--- src/rtl/div_pkg.sv ---
// Shared definitions for the sequential divider: state encoding, width and
// the quotient value reported when dividing by zero.
package div_pkg;

    localparam int DIV_WIDTH = 16;

    typedef enum logic [1:0] {
        IDLE = 2'd0,
        RUN  = 2'd1,
        DONE = 2'd2
    } state_t;

    localparam logic [DIV_WIDTH-1:0] DIV_BY_ZERO_QUOTIENT = '1;

endpackage

--- src/rtl/div_sub_step.sv ---
// Combinational ripple subtractor: difference = minuend + ~subtrahend + 1.
// borrow is the inverted carry out of the top bit (1 when minuend < subtrahend).
module div_sub_step
    import div_pkg::*;
#(
    parameter int N = DIV_WIDTH + 1
) (
    input  logic [N-1:0] minuend,
    input  logic [N-1:0] subtrahend,
    output logic [N-1:0] difference,
    output logic         borrow
);

    logic [N:0]   carry;
    logic [N-1:0] sub_inv;

    assign sub_inv  = ~subtrahend;
    assign carry[0] = 1'b1;

    // One full adder per bit, carry rippling from LSB to MSB.
    for (genvar i = 0; i < N; i++) begin : g_bit
        assign difference[i] = minuend[i] ^ sub_inv[i] ^ carry[i];
        assign carry[i+1]    = (minuend[i] & sub_inv[i]) |
                               (carry[i] & (minuend[i] ^ sub_inv[i]));
    end

    assign borrow = ~carry[N];

endmodule

--- src/rtl/seq_divider16.sv ---
// Sequential unsigned restoring divider, one quotient bit per clock.
// Handshake: start is sampled only in IDLE or DONE; an accepted start with a
// nonzero divisor occupies RUN for WIDTH cycles, then done pulses for one
// cycle with quotient/remainder valid; those results hold until the next
// accepted start. A zero divisor goes straight to DONE with the flag set.
module seq_divider16
    import div_pkg::*;
#(
    parameter int WIDTH = DIV_WIDTH
) (
    input  logic             clk,
    input  logic             rst,
    input  logic             start,
    input  logic [WIDTH-1:0] dividend,
    input  logic [WIDTH-1:0] divisor,
    output logic             busy,
    output logic             done,
    output logic [WIDTH-1:0] quotient,
    output logic [WIDTH-1:0] remainder,
    output logic             div_by_zero
);

    localparam int              CW   = $clog2(WIDTH);
    localparam logic [CW-1:0]   LAST = CW'(WIDTH - 1);

    state_t           state;
    state_t           state_n;
    logic [CW-1:0]    count;
    logic [WIDTH:0]   r;
    logic [WIDTH-1:0] q;
    logic [WIDTH-1:0] d;

    logic [WIDTH:0]   r_shift;
    logic [WIDTH:0]   diff;
    logic [WIDTH:0]   r_next;
    logic [WIDTH-1:0] q_next;
    logic             borrow;
    logic             can_start;
    logic             r_msb_unused;

    // Between iterations R < divisor, so its top bit is always zero and only
    // the low WIDTH bits feed the next shift.
    assign r_msb_unused = r[WIDTH];

    assign can_start = start && (state == IDLE || state == DONE);
    assign r_shift   = {r[WIDTH-1:0], q[WIDTH-1]};

    div_sub_step #(.N(WIDTH + 1)) u_sub (
        .minuend    (r_shift),
        .subtrahend ({1'b0, d}),
        .difference (diff),
        .borrow     (borrow)
    );

    // Restore on borrow; the quotient bit is the inverted borrow.
    assign r_next = borrow ? r_shift : diff;
    assign q_next = {q[WIDTH-2:0], ~borrow};

    assign busy = (state == RUN);

    // State register; done is registered as "next state is DONE".
    always_ff @(posedge clk or posedge rst) begin
        if (rst) begin
            state <= IDLE;
            done  <= 1'b0;
        end else begin
            state <= state_n;
            done  <= (state_n == DONE);
        end
    end

    // Next-state logic.
    always_comb begin
        state_n = state;
        case (state)
            IDLE, DONE: begin
                if (start) begin
                    state_n = (divisor == '0) ? DONE : RUN;
                end else begin
                    state_n = IDLE;
                end
            end
            RUN: begin
                if (count == LAST) begin
                    state_n = DONE;
                end
            end
            default: state_n = IDLE;
        endcase
    end

    // Datapath: operand capture, iteration registers and result registers.
    always_ff @(posedge clk or posedge rst) begin
        if (rst) begin
            count       <= '0;
            r           <= '0;
            q           <= '0;
            d           <= '0;
            quotient    <= '0;
            remainder   <= '0;
            div_by_zero <= 1'b0;
        end else if (can_start) begin
            if (divisor != '0) begin
                d           <= divisor;
                r           <= '0;
                q           <= dividend;
                count       <= '0;
                div_by_zero <= 1'b0;
            end else begin
                quotient    <= DIV_BY_ZERO_QUOTIENT;
                remainder   <= dividend;
                div_by_zero <= 1'b1;
            end
        end else if (state == RUN) begin
            r     <= r_next;
            q     <= q_next;
            count <= count + CW'(1);
            if (count == LAST) begin
                quotient  <= q_next;
                remainder <= r_next[WIDTH-1:0];
            end
        end
    end

endmodule

--- config.mk ---
export PLATFORM = sky130hd
export DESIGN_NAME = seq_divider16
export DESIGN_NICKNAME = d
export VERILOG_FILES = /design/src/rtl/div_pkg.sv /design/src/rtl/div_sub_step.sv /design/src/rtl/seq_divider16.sv
export SDC_FILE = /design/constraint.sdc
export NUM_CORES = 1
export LEC_CHECK = 0
export ABC_AREA = 1
export CAP_MARGIN = 20
export CORE_MARGIN = 4
export CORE_UTILIZATION = 49
export DETAILED_ROUTE_END_ITERATION = 12
export PLACE_DENSITY = 0.83
export SLEW_MARGIN = 40
export SYNTH_ARGS = -nofsm -noshare
export SYNTH_HDL_FRONTEND = slang
export SYNTH_HIERARCHICAL = 1
export SYNTH_SLANG_ARGS = --single-unit
--- constraint.sdc ---
create_clock -name clk -period 7.7 [get_ports clk]
set_clock_uncertainty 0.05 [all_clocks]
set_input_delay 1.54 -clock clk [delete_from_list [all_inputs] [get_ports clk]]
set_output_delay 1.54 -clock clk [all_outputs]
set_load 0.01 [all_outputs]
==> summary.txt <==
Clock network
  – Num CTS Buffers: 9
  – Post-CTS setup buffers: 0
  – Max clock buf depth: 2
  – Worst-skew pair later-pin latency: 0.37 ns
  – CTS sink count: 88
  – Post-cts resize count: 0
  – CTS clk-pin slew, worst paths: 0.09 ns
  – CTS tree: done
  – CTS Hold Bufs: 0
  – Number of H-tree levels: 3
  – Clock root buffer: clkbuf_8

Timing
  – Achievable Freq: 133 MHz
  – Final worst path period share: 97.5%
  – Rel. slew slack: 48.1%
  – Final hold vios: 0
  – Worst Tran Pin Value: 0.778 ns
  – Fin crit period: 7.51 ns
  – Max-slew violations: 0
  – Final WS setup: 0.194 ns
  – # setup viols final: 0
  – Final hold slack: 0.432 ns

Finish
  – Diode count: 0
  – Nets: 695
  – Most common cell after layout, fill and taps aside: nand2_1
  – Synthesis-to-layout area growth: 19.1%
  – Most frequent cells in the layout: nand2_1 (222), dfrtp_1 (88), nand3_1 (85), clkdlybuf4s50_1 (69), inv_1 (67)
  – Final std cells w/o fill: 775
  – Layout cell share with drive strength beyond 1: 6.19%
  – Fill count: 809

Worst setup path
  – Critical Path RT: 7.96 ns
  – Slowest stage delay, CP: 0.40 ns
  – CP arrival: 7.77 ns
  – Worst Setup End Kind: register
  – Slowest cell on crit path: fa_1
  – Setup CP Type: reg -> reg
  – Worst path most repeated cell: fa_1
  – CP max FO: 17
  – Crit path launch type: register

Drt
  – Post-DRT Antenna Nets: 0
  – Via/cell ratio: 5.20
  – DRC Markers: 0
  – Via count: 4027
  – DR iter-0 viols: 398
  – Post-Route WL: 11500 µm
  – Routed len/inst: 14.9 µm
  – Detailed Routing Iterations Pass 1: 6

Place
  – Inst Count DP: 759
  – GPL Wtd Cong: 0.849
  – Port buffer count: 69
  – Hpwl dp: 7880 µm
  – Pre-CTS WS: 0.0194 ns

Synthesis
  – Synth Warn #: 6
  – Cells after Synth: 591
  – Area of the mapped netlist: 0.00477 mm²
  – Syn Area/Cell: 8.07 µm²
  – Syn_nets: 644

Floorplan
  – Die Width: 107 µm
  – Total die area: 0.0114 mm²
  – Die Y: 107 µm
  – Rows: 35
  – Core area: 0.00937 mm²
  – # IOs: 70
  – Initial core utilization: 50.9%

Min path
  – Hold Crit Class: reg -> reg

Global routing
  – Total gr overflow: 0
  – Largest net degree at the start of global routing: 89
  – First-pass GRT wire length: 19100 µm
  – Initial antenna violation count: 0
  – Vias in the first global route: 3823
  – GRT Util Overall: 21.0%

Power and ir drop
  – Maximum vdd drop: 0.158 mV
  – Lkg Pwr: 2.80 nW
  – Pwr Density: 362 mW/mm²

Job
  – Max-cap violation count: 0

Status
  – Status: completed
[layout make-up]
class                      instances  area [µm²]  share of cell area, %
multi-input combinational        399        2100                   36.9
sequential                        88        2200                   38.8
clock inverter                     5        57.6                   1.01
tap                              129         161                   2.84
timing repair buffer              72         749                   13.2
inverter                          72         274                   4.82
clock buffer                      10         138                   2.42
[power breakdown]
| group | internal [mW] | leakage [nW] | switching, mW |
|---|---|---|---|
| clock network | 0.157 | 0.102 | 0.167 |
| registers | 0.620 | 1.01 | 0.113 |
| logic | 0.394 | 1.68 | 0.606 |
| total | 1.17 | 2.80 | 0.887 |
[sequential cells by signal, indices dropped and copies added, names as in the netlist]
| name | flops |
|---|---|
| d | 16 |
| state | 2 |
| q | 16 |
| quotient | 16 |
| r | 16 |
| done | 1 |
| div_by_zero | 1 |
| count | 4 |
| remainder | 16 |
[path summary, 6_finish.rpt]
path / slack (ns) / to / from / cells after the start
max in group asynchronous: 5.46 / quotient[11] / rst / 3
max: 0.19 / remainder[7] / q[15] / 26
min in group asynchronous: 1.63 / q[4] / rst / 3
min: 0.43 / d[14] / d[14] / 2
max reg2reg: 0.19 / remainder[7] / q[15] / 26
min reg2reg: 0.43 / d[14] / d[14] / 2
[through the flow]
stage | power [mW] | util (%) | area (µm²) | TNS (ns)
2_1_floorplan | 1.42 | - | 4770 | 0
3_3_place_gp | 1.66 | 58.0 | 5440 | 0
3_5_place_dp | 1.70 | 58.1 | 5440 | 0
4_1_cts | 2.03 | 60.1 | 5640 | 0
5_1_grt | 2.24 | 60.6 | 5680 | -0.0103
6_report | 2.06 | 60.6 | 5680 | 0
[critical path: cells and delay by family (launching register included)]
family          cells  cell delay (ns)
simple gates        3             0.29
fa+ha+maj          17             6.02
compound gates      1             0.25
flops               1             0.37
buf+inv             5             0.48
[layer usage]
layer	routed length [µm]	global-route usage (%)
met1	5110	30.2
met2	5350	32.3
met3	724	2.71
met4	352	9.04
met5	0	0
(Power assumes the default switching activity.)
